===== config.mk =====
export PLATFORM = sky130hd
export DESIGN_NAME = apb_slave_bank_flat
export DESIGN_NICKNAME = d
export VERILOG_FILES = /design/src/rtl/apb_bank_pkg.sv /design/src/rtl/apb_slave_bank_if.sv /design/src/rtl/apb_reg_bank.sv /design/src/rtl/apb_slave_bank.sv /design/src/flat_wrapper.sv
export SDC_FILE = /design/constraint.sdc
export NUM_CORES = 2
export LEC_CHECK = 0
export CAP_MARGIN = 20
export CORE_ASPECT_RATIO = 1.1
export CORE_MARGIN = 2
export CORE_UTILIZATION = 50
export DETAILED_ROUTE_END_ITERATION = 10
export GPL_TIMING_DRIVEN = 0
export PLACE_DENSITY = 0.66
export SLEW_MARGIN = 20
export SYNTH_ARGS = -nofsm -noshare
export SYNTH_HDL_FRONTEND = slang
export SYNTH_HIERARCHICAL = 1
export SYNTH_SLANG_ARGS = --single-unit

===== constraint.sdc =====
create_clock -name Hclk -period 5.05 [get_ports Hclk]
set_input_delay 0.505 -clock Hclk [delete_from_list [all_inputs] [get_ports Hclk]]
set_output_delay 0.505 -clock Hclk [all_outputs]
set_load 0.05 [all_outputs]

===== src/rtl/apb_bank_pkg.sv =====
// Shared types, error cause codes and select-legality helper for the APB completer bank.
package apb_bank_pkg;

    typedef enum logic [1:0] {
        IDLE   = 2'd0,
        SETUP  = 2'd1,
        ACCESS = 2'd2
    } apb_state_t;

    localparam int unsigned MAX_SLV   = 32;
    localparam int unsigned DEF_DEPTH = 16;

    localparam logic [1:0] ERR_NONE  = 2'd0;
    localparam logic [1:0] ERR_SEL   = 2'd1;
    localparam logic [1:0] ERR_ALIGN = 2'd2;
    localparam logic [1:0] ERR_RANGE = 2'd3;

    // A legal select has exactly one bit set.
    function automatic logic onehot_ok(input logic [MAX_SLV-1:0] sel);
        return (sel != '0) && ((sel & (sel - MAX_SLV'(1))) == '0);
    endfunction

endpackage


===== src/rtl/apb_slave_bank_if.sv =====
// APB bus between a requester and the completer bank.
interface apb_slave_bank_if #(
    parameter int unsigned NUM_SLV = 3,
    parameter int unsigned ADDR_W  = 32,
    parameter int unsigned DATA_W  = 32
);
    logic [NUM_SLV-1:0] Pselx;
    logic               Penable;
    logic               Pwrite;
    logic [ADDR_W-1:0]  Paddr;
    logic [DATA_W-1:0]  Pwdata;
    logic [DATA_W-1:0]  Prdata;
    logic               Pready;
    logic               Pslverr;

    modport master (
        output Pselx, Penable, Pwrite, Paddr, Pwdata,
        input  Prdata, Pready, Pslverr
    );

    modport slave (
        input  Pselx, Penable, Pwrite, Paddr, Pwdata,
        output Prdata, Pready, Pslverr
    );
endinterface


===== src/rtl/apb_reg_bank.sv =====
// DEPTH x DATA_W register file: synchronous reset to a fixed value, one write port, combinational read.
module apb_reg_bank #(
    parameter int unsigned       DATA_W     = 32,
    parameter int unsigned       DEPTH      = 16,
    parameter logic [DATA_W-1:0] RESET_DATA = '0
) (
    input  logic                     clk,
    input  logic                     rst,
    input  logic                     we,
    input  logic [$clog2(DEPTH)-1:0] idx,
    input  logic [DATA_W-1:0]        wdata,
    output logic [DATA_W-1:0]        rdata
);

    logic [DATA_W-1:0] mem [DEPTH];

    always_ff @(posedge clk) begin
        if (rst) begin
            for (int i = 0; i < int'(DEPTH); i++) mem[i] <= RESET_DATA;
        end else if (we) begin
            mem[idx] <= wdata;
        end
    end

    assign rdata = mem[idx];

endmodule


===== src/rtl/apb_slave_bank.sv =====
// APB completer bank: NUM_SLV register files behind a phase FSM with wait states and error response.
module apb_slave_bank
    import apb_bank_pkg::*;
#(
    parameter int unsigned       DATA_W     = 32,
    parameter int unsigned       ADDR_W     = 32,
    parameter int unsigned       NUM_SLV    = 3,
    parameter int unsigned       DEPTH      = DEF_DEPTH,
    parameter int unsigned       WAIT_CYC   = 0,
    parameter logic [DATA_W-1:0] RESET_DATA = DATA_W'(32'h1111_1111)
) (
    input  logic             Hclk,
    input  logic             Hreset,
    apb_slave_bank_if.slave  bus
);

    localparam int unsigned IDX_W = $clog2(DEPTH);
    localparam int unsigned CNT_W = 4;

    localparam logic [1:0] ST_IDLE   = 2'(IDLE);
    localparam logic [1:0] ST_SETUP  = 2'(SETUP);
    localparam logic [1:0] ST_ACCESS = 2'(ACCESS);

    logic [1:0]         state, state_nxt;
    logic [CNT_W-1:0]   cnt, cnt_nxt, cnt_eff;
    logic               any_sel, in_access, done_c, proto_err_c, dec_err;
    logic [1:0]         err_cause;
    logic [IDX_W-1:0]   idx;
    logic [NUM_SLV-1:0] we;
    logic [DATA_W-1:0]  rdata [NUM_SLV];
    logic [DATA_W-1:0]  rd_mux;

    assign any_sel = |bus.Pselx;
    assign idx     = bus.Paddr[2 +: IDX_W];

    // SETUP records that the setup phase was seen; the cycle Penable rises there is
    // already the first access cycle, so a zero-wait transfer completes in two cycles.
    assign cnt_eff     = (state == ST_ACCESS) ? cnt : '0;
    assign in_access   = any_sel & bus.Penable & ((state == ST_SETUP) | (state == ST_ACCESS));
    assign done_c      = in_access & (cnt_eff == CNT_W'(WAIT_CYC));
    assign proto_err_c = (state == ST_IDLE) & bus.Penable;

    // Address/select decode; first failing rule names the cause.
    always_comb begin
        err_cause = ERR_NONE;
        if (!onehot_ok(MAX_SLV'(bus.Pselx)))
            err_cause = ERR_SEL;
        else if (bus.Paddr[1:0] != 2'b00)
            err_cause = ERR_ALIGN;
        else if ((bus.Paddr >> (2 + IDX_W)) != '0)
            err_cause = ERR_RANGE;
    end

    assign dec_err = (err_cause != ERR_NONE);
    assign we      = {NUM_SLV{done_c & bus.Pwrite & !dec_err}} & bus.Pselx;

    always_comb begin
        state_nxt = state;
        cnt_nxt   = cnt;
        case (state)
            ST_IDLE: begin
                cnt_nxt = '0;
                if (any_sel && !bus.Penable) state_nxt = ST_SETUP;
            end
            ST_SETUP, ST_ACCESS: begin
                if (!any_sel) begin
                    state_nxt = ST_IDLE;
                    cnt_nxt   = '0;
                end else if (!bus.Penable) begin
                    if (state == ST_ACCESS) begin
                        state_nxt = ST_IDLE;
                        cnt_nxt   = '0;
                    end
                end else if (done_c) begin
                    state_nxt = ST_IDLE;
                    cnt_nxt   = '0;
                end else begin
                    state_nxt = ST_ACCESS;
                    cnt_nxt   = cnt_eff + CNT_W'(1);
                end
            end
            default: begin
                state_nxt = ST_IDLE;
                cnt_nxt   = '0;
            end
        endcase
    end

    always_ff @(posedge Hclk) begin
        if (Hreset) begin
            state <= ST_IDLE;
            cnt   <= '0;
        end else begin
            state <= state_nxt;
            cnt   <= cnt_nxt;
        end
    end

    for (genvar g = 0; g < int'(NUM_SLV); g++) begin : g_bank
        apb_reg_bank #(
            .DATA_W     (DATA_W),
            .DEPTH      (DEPTH),
            .RESET_DATA (RESET_DATA)
        ) u_bank (
            .clk   (Hclk),
            .rst   (Hreset),
            .we    (we[g]),
            .idx   (idx),
            .wdata (bus.Pwdata),
            .rdata (rdata[g])
        );
    end

    always_comb begin
        rd_mux = '0;
        for (int i = 0; i < int'(NUM_SLV); i++)
            if (bus.Pselx[i]) rd_mux = rd_mux | rdata[i];
    end

    // Responses are suppressed while reset is held so a dropped transfer never completes.
    assign bus.Pready  = !Hreset & (done_c | proto_err_c);
    assign bus.Pslverr = !Hreset & (proto_err_c | (done_c & dec_err));
    assign bus.Prdata  = (!Hreset & done_c & !bus.Pwrite & !dec_err) ? rd_mux : '0;

endmodule

===== src/flat_wrapper.sv =====
// flat-port wrapper written by rule: the top's interface ports become plain ports
module apb_slave_bank_flat import apb_bank_pkg::*;
#(
    parameter int unsigned       DATA_W     = 32,
    parameter int unsigned       ADDR_W     = 32,
    parameter int unsigned       NUM_SLV    = 3,
    parameter int unsigned       DEPTH      = DEF_DEPTH,
    parameter int unsigned       WAIT_CYC   = 0,
    parameter logic [DATA_W-1:0] RESET_DATA = DATA_W'(32'h1111_1111)
)
  (Hclk, Hreset, bus_Pselx, bus_Penable, bus_Pwrite, bus_Paddr, bus_Pwdata, bus_Prdata, bus_Pready, bus_Pslverr);
  apb_slave_bank_if #(.NUM_SLV(NUM_SLV), .ADDR_W(ADDR_W), .DATA_W(DATA_W)) bus_i ();
  input  logic Hclk;
  input  logic Hreset;
  input wire logic [$bits(bus_i.Pselx)-1:0] bus_Pselx;
  input wire logic [$bits(bus_i.Penable)-1:0] bus_Penable;
  input wire logic [$bits(bus_i.Pwrite)-1:0] bus_Pwrite;
  input wire logic [$bits(bus_i.Paddr)-1:0] bus_Paddr;
  input wire logic [$bits(bus_i.Pwdata)-1:0] bus_Pwdata;
  output wire logic [$bits(bus_i.Prdata)-1:0] bus_Prdata;
  output wire logic [$bits(bus_i.Pready)-1:0] bus_Pready;
  output wire logic [$bits(bus_i.Pslverr)-1:0] bus_Pslverr;
  assign bus_i.Pselx = bus_Pselx;
  assign bus_i.Penable = bus_Penable;
  assign bus_i.Pwrite = bus_Pwrite;
  assign bus_i.Paddr = bus_Paddr;
  assign bus_i.Pwdata = bus_Pwdata;
  assign bus_Prdata = bus_i.Prdata;
  assign bus_Pready = bus_i.Pready;
  assign bus_Pslverr = bus_i.Pslverr;
  apb_slave_bank #(.DATA_W(DATA_W), .ADDR_W(ADDR_W), .NUM_SLV(NUM_SLV), .DEPTH(DEPTH), .WAIT_CYC(WAIT_CYC), .RESET_DATA(RESET_DATA)) u_core (.Hclk(Hclk), .Hreset(Hreset), .bus(bus_i));
endmodule

-- Word level (Yosys, flattened, before mapping)
Memory sizes are Yosys's and may differ from the RTL's.
Cells that the tools add are included.
- add/sub/neg operators: 2
- eq/ne operators: 4
- muxes and demuxes: 37
- bitwise operators: 21
- reductions and logical operators: 21
- operators by type and width (kind ; count):
    32-bit two-way mux ; 7
    32-bit OR reduction ; 3
    32-bit bitwise OR ; 2
    3-bit by 32-bit AND with 32-bit output ; 1
    32-bit logical NOT ; 1
    32-bit nonzero test ; 1
    4-bit two-way mux ; 7
    2-bit two-way mux ; 8
    1-bit two-way mux ; 14
    1-bit AND ; 12
    2-bit nonzero test ; 3
    3-bit OR reduction ; 2
    4-bit by 1-bit adder with 4-bit output (second input constant) ; 1
    1-bit logical NOT ; 4
    4-bit logical NOT ; 1
    4-bit != test (second input constant) ; 1
    2-bit one-hot mux with 2 select lines ; 1
    3-bit by 1-bit subtractor with 4-bit output (second input constant) ; 1
    3-bit AND ; 1
    1-bit bitwise OR ; 3
    3-bit nonzero test ; 1
    2-bit by 1-bit equality test with 1-bit output (second input constant) ; 1
    2-bit equality test (second input constant) ; 1
    1-bit logical AND ; 2
    other kinds (5) ; 6
- flip-flop bits (word level): 6
- memory bits (writable): 1536
- input port bits: 71
- output and inout port bits: 34
- word-level logic and storage cells: 90
- memories kept: 3
- memories (memory ; words ; bits a word ; rd ports ; clocked after Yosys merged registers in ; wr ports ; RTL line ; RTL):
    u_core.g_bank[0].u_bank.mem ; 16 ; 32 ; 1 ; 0 ; 16 ; apb_reg_bank.sv:15 ; logic [DATA_W-1:0] mem [DEPTH];
    u_core.g_bank[1].u_bank.mem ; 16 ; 32 ; 1 ; 0 ; 16 ; apb_reg_bank.sv:15 ;
    u_core.g_bank[2].u_bank.mem ; 16 ; 32 ; 1 ; 0 ; 16 ; apb_reg_bank.sv:15 ;

-- Logic depth before layout (Yosys ltp)
- depth after elaboration: 14
- mapped depth: 14
- gate-level depth less buffers: 11

-- Hierarchy
The synthesis kept the hierarchy.
- by module, submodules not included (module ; times used ; cells an instance ; area each (um^2) ; seq. area each (um^2)):
    apb_reg_bank ; 3 ; 1428 ; 22904.5 ; 15374.7
    apb_slave_bank ; 1 ; 163 ; 1402.6 ; 120.1

-- Worst setup path after synthesis
OpenSTA, ideal clock, no wires.
- kind: register -> register
- from: register u_core.state[0]
- to: memory u_core.g_bank[0].u_bank.mem[0][0] (enable)
- setup time: 0.375 ns
- data arrival time: 3.452 ns
- data required time: 4.675 ns
- path slack: 1.223 ns
- cell stages (with the launch flop): 15
- buffers on the path: 3
- clock period less this slack: 3.827 ns
- cell sequence: dfxtp_1 > inv_1 > ha_1 > clkbuf_2 > nand2_1 > ha_1 > inv_1 > or3b_1 > nor4_1 > and2_1 > or4b_1 > buf_4 > nor3_4 > buf_2 > or2_2
- RTL lines (item ; RTL line ; RTL):
    start: declaration ; apb_slave_bank.sv:24 ; logic [1:0] state, state_nxt;
    start signal: assignment ; apb_slave_bank.sv:94 ; state <= state_nxt;
    end: declaration ; apb_reg_bank.sv:15 ;

-- Worst setup path in the final report
- from: register u_core.state[0]
- to: output bus_Prdata[11]
- word-level cells in the longest chain between the ends: 8
- elaborated cells on any way between the ends: 11
- those cells by class: eq/ne: 2; mux: 2; bitwise: 6; reduce/logical: 1
- RTL lines (item ; RTL line ; RTL):
    2-bit equality test or 2-bit by 1-bit equality test with 1-bit output (tied branches) ; apb_slave_bank.sv:38, apb_slave_bank.sv:39 ;
    4-bit two-way mux or 1-bit bitwise OR (tied branches) ; apb_slave_bank.sv:38, apb_slave_bank.sv:39 ;
    4-bit logical NOT or 1-bit AND (tied branches) ; apb_slave_bank.sv:40, apb_slave_bank.sv:39 ;
    1-bit AND * ; apb_slave_bank.sv:40 ; assign done_c = in_access & (cnt_eff == CNT_W'(WAIT_CYC));
    1-bit AND * (3 in a row) ; apb_slave_bank.sv:123 ; assign bus.Prdata = (!Hreset & done_c & !bus.Pwrite & !dec_err) ? rd_mux : '0;
    32-bit two-way mux * ; apb_slave_bank.sv:123 ;
    end: declaration ; flat_wrapper.sv:20 ; output wire logic [$bits(bus_i.Prdata)-1:0] bus_Prdata;
Mark *: on every way between the ends. The rest lies on a longest branch, timed or not.

==> results.py <==
metrics = {
    "outcome": {
        "status": "finished clean",
    },
    "global_route": {
        "track_usage_pct": 28.82,
        "grt_max_degree": 33,
        "grt_pass1_wl_um": 294100,
        "grt_pass1_vias": 41288,
        "antenna_found_initial": 20,
        "grt_overflow": 0,
    },
    "drt": {
        "route.met2.wl_um": 99630,
        "top_layer": "met5",
        "ant_nets": 0,
        "finalWirelength_um": 206700,
        "routedWlPerCell_um": 30.91,
        "dr_wl_met3_um": 19970,
        "num_vias": 41588,
        "drtIter0Drc": 5579,
        "viasPerCell": 6.220,
        "drc": 0,
        "dr.pass1.iters": 8,
        "wl_met1_um": 78770,
    },
    "logic_synthesis": {
        "synth_area_per_cell_um2": 15.77,
        "synthCells": 4447,
        "synthArstFlopShare_pct": 0,
        "syn_area_mm2": 0.07012,
        "yosysWarnings": 6,
        "muxShareOfSynthArea_pct": 12.38,
        "ys_ff_latch": 1542,
        "synth_cell_types": 45,
        "synth_compound_area_share_pct": 2.609,
        "synth-edff-count": 1536,
        "synth_seq_area_share_pct": 65.95,
        "syn-num-nets": 4525,
        "synth-simple-area-share_pct": 16.32,
        "synth_adder_area_share_pct": 0.1249,
        "synth_top_family_by_area": "simple AND/OR/NAND/NOR gates",
        "synth-xor-area-share_pct": 0,
        "synth-main-ff-cell": "edfxtp_1",
    },
    "critical_path": {
        "critical_path.max_stage_delay_ns": 0.93,
        "r2r_end": "u_core/g_bank[0].u_bank/mem[13][25]$_SDFFCE_PN0P_",
        "worstSetupPathType": "reg2out",
        "crit_required_ns": 4.55,
        "worstPathArrival_ns": 4.44,
        "crit_path_end_kind": "primary output",
        "cp.buffers_inverters": 5,
        "path_cells": "inv_1 -> ha_1 -> clkbuf_2 -> nand2_1 -> ha_1 -> nand2_1 -> or4_1 -> buf_1 -> buf_4 -> nor3_2 -> clkdlybuf4s50_1",
        "r2r_cells": 13,
        "reg2reg_slack_ns": 0.12,
        "cp-start-kind": "flop",
        "r2r-start": "u_core/state[0]$_SDFFE_PP0P_",
        "critical_path.top_delay_family": "buffers and inverters",
        "crit_fanout": 10,
        "slowest_stage": "clkdlybuf4s50_1",
    },
    "clock_network": {
        "clk_pin_slew_ns": 0.06,
        "cts_sinks": 1542,
        "cts-buffers-inserted": 160,
        "ctsHoldBuffers": 0,
        "cts_root_buf": "clkbuf_16",
        "cts_max_level": 4,
        "insertion_delay_ns": 0.79,
        "cts_tree": "yes",
        "clk_path_buf_depth": 3,
        "cts_setup_buffers": 0,
    },
    "placed_design": {
        "io_buffers": 98,
        "gp_congestion": 0.8929,
        "dpl.hpwl_um": 140000,
    },
    "timing": {
        "hold_violations": 0,
        "relSlewSlack_pct": 18.05,
        "clock_skew_ns": 0.01935,
        "finalCritPeriodShare_pct": 97.83,
        "hold_slack_ns": 0.07673,
        "drv_slew": 0,
        "fin_crit_ns": 4.940,
        "max_freq_ghz": 0.2024,
        "worstMarginPinSlew_ns": 1.229,
        "setup_viol": 0,
        "tns_ns": 0,
        "rsz0062_at_grt": "no",
    },
    "finish": {
        "most-common-layout-cells": "edfxtp_1 (1536), and2_1 (1158), mux4_2 (384)",
        "utilization_pct": 56.17,
        "n_fill_cell": 10872,
        "layout_commonest_cell": "edfxtp_1",
        "drive_gt1_share_pct": 17.09,
        "nets": 4796,
        "areaGrowthSynthToFinish_pct": 11.87,
    },
    "die": {
        "start_util_pct": 50.21,
        "fp.dieH_um": 396.8,
        "die_width_um": 361.1,
        "dieArea_mm2": 0.1432,
        "rows": 144,
        "core_area_mm2": 0.1396,
        "pin_count": 105,
    },
    "min_path": {
        "whs_endpoint": "u_core/cnt[1]$_SDFFE_PP0P_",
        "min_path_cells": 3,
        "min_from": "bus_Penable",
        "min_path_type": "in2reg",
    },
    "pwr": {
        "peakVddDrop_mv": 0.3756,
        "power.total_mw": 27.99,
        "powerDensity_mw_per_mm2": 356.8,
        "p_leak_nw": 25.86,
    },
    "run": {
        "maxCapViolations": 0,
    },
}
==> tightest hold or removal path: stages <==
cell,delay [ns]
buf_4,0.15
a31oi_1,0.10
nor2_1,0.07
==> cell usage after synthesis (all sizes together) (2+ instances only) <==
master	count	area, um^2
mux4	384	8648
a21oi	2	10.01
nand4	3	18.77
a22oi	192	1441
nand4b	3	26.28
nand2	109	409.1
dfxtp	6	120.1
buf	96	539.3
nor2	44	232.7
inv	5	18.77
nor3b	2	15.01
clkbuf	337	1275
nand3	3	15.01
nand4bb	6	67.56
edfxtp	1536	46120
nand2b	106	663.1
and2	1158	7244
nor3	44	449.2
ha	7	87.58
a222oi	32	320.3
mux2i	3	30.03
or2	48	300.3
or3	291	1821
nor4	8	75.07
or4b	3	30.03
o21ai	3	15.01
a31oi	2	12.51
nor2b	7	43.79
==> worst max path at each step <==
stage	start	end	cells after the start
after floorplan	u_core/state[0]$_SDFFE_PP0P_	u_core/g_bank[0].u_bank/mem[0][0]$_SDFFCE_PN1P_	14
after global placement	u_core/state[0]$_SDFFE_PP0P_	u_core/g_bank[0].u_bank/mem[8][25]$_SDFFCE_PN0P_	14
after detailed placement	u_core/state[0]$_SDFFE_PP0P_	u_core/g_bank[0].u_bank/mem[8][25]$_SDFFCE_PN0P_	15
after CTS	u_core/state[0]$_SDFFE_PP0P_	u_core/g_bank[1].u_bank/mem[8][23]$_SDFFCE_PN0P_	15
after global routing	u_core/state[0]$_SDFFE_PP0P_	u_core/g_bank[2].u_bank/mem[4][22]$_SDFFCE_PN0P_	15
final	u_core/state[0]$_SDFFE_PP0P_	bus_Prdata[11]	11
==> state kept, by name (all words and copies together), names as in the netlist <==
name / flops
u_core/cnt: 4
u_core/g_bank.u_bank/mem: 1536
u_core/state: 2
==> through the flow <==
step,instances,instance area (um^2),setup slack (ns)
after detailed placement,6373,73290,-0.2723
after floorplan,4447,70120,1.223
after global routing,6680,78420,0.002123
after CTS,6669,78300,0.00003642
final,6686,78440,0.1097
after global placement,6370,73380,-1.395
==> logic make-up after synthesis <==
family | after synthesis
AOI/OAI and AO/OA | 234
adders and majority gates | 7
muxes | 387
buffers and inverters | 438
and+or+nand+nor | 1839
DFF | 1542
==> layer usage <==
metal  vias to the layer above  GRT usage (%)
li1                      17396              -
met1                     21595          38.87
met2                      2210          46.60
met3                       377          5.541
met4                        10          11.25
met5                         -              0
==> power breakdown <==
group | internal [mW] | switching [mW]
Combinational | 0.630 | 1.41
Sequential | 14.4 | 0.106
Clock | 6.44 | 4.97
==> timing repair <==
| item | in CTS | in global routing |
|---|---|---|
| gates cloned | 2 | 6 |
| pin swaps | 2 | 5 |
| gates resized for setup | 8 | 41 |
| setup endpoints to repair | 256 | 592 |
==> area by class of cell <==
cell class              count  area [um^2]  share of cell area (%)
multi-input cells        2475        22180                   28.28
clock inverters            94        754.5                  0.9619
flip-flops and latches   1542        46240                   58.96
inverters                   5        18.77                 0.02393
well taps                1825         2283                   2.911
repair buffers            101        889.6                   1.134
diodes                     11        27.53                 0.03509
clock buffers             200         4218                   5.377
plain buffers             433         1819                   2.319
Power figures use the tool's default switching activity.
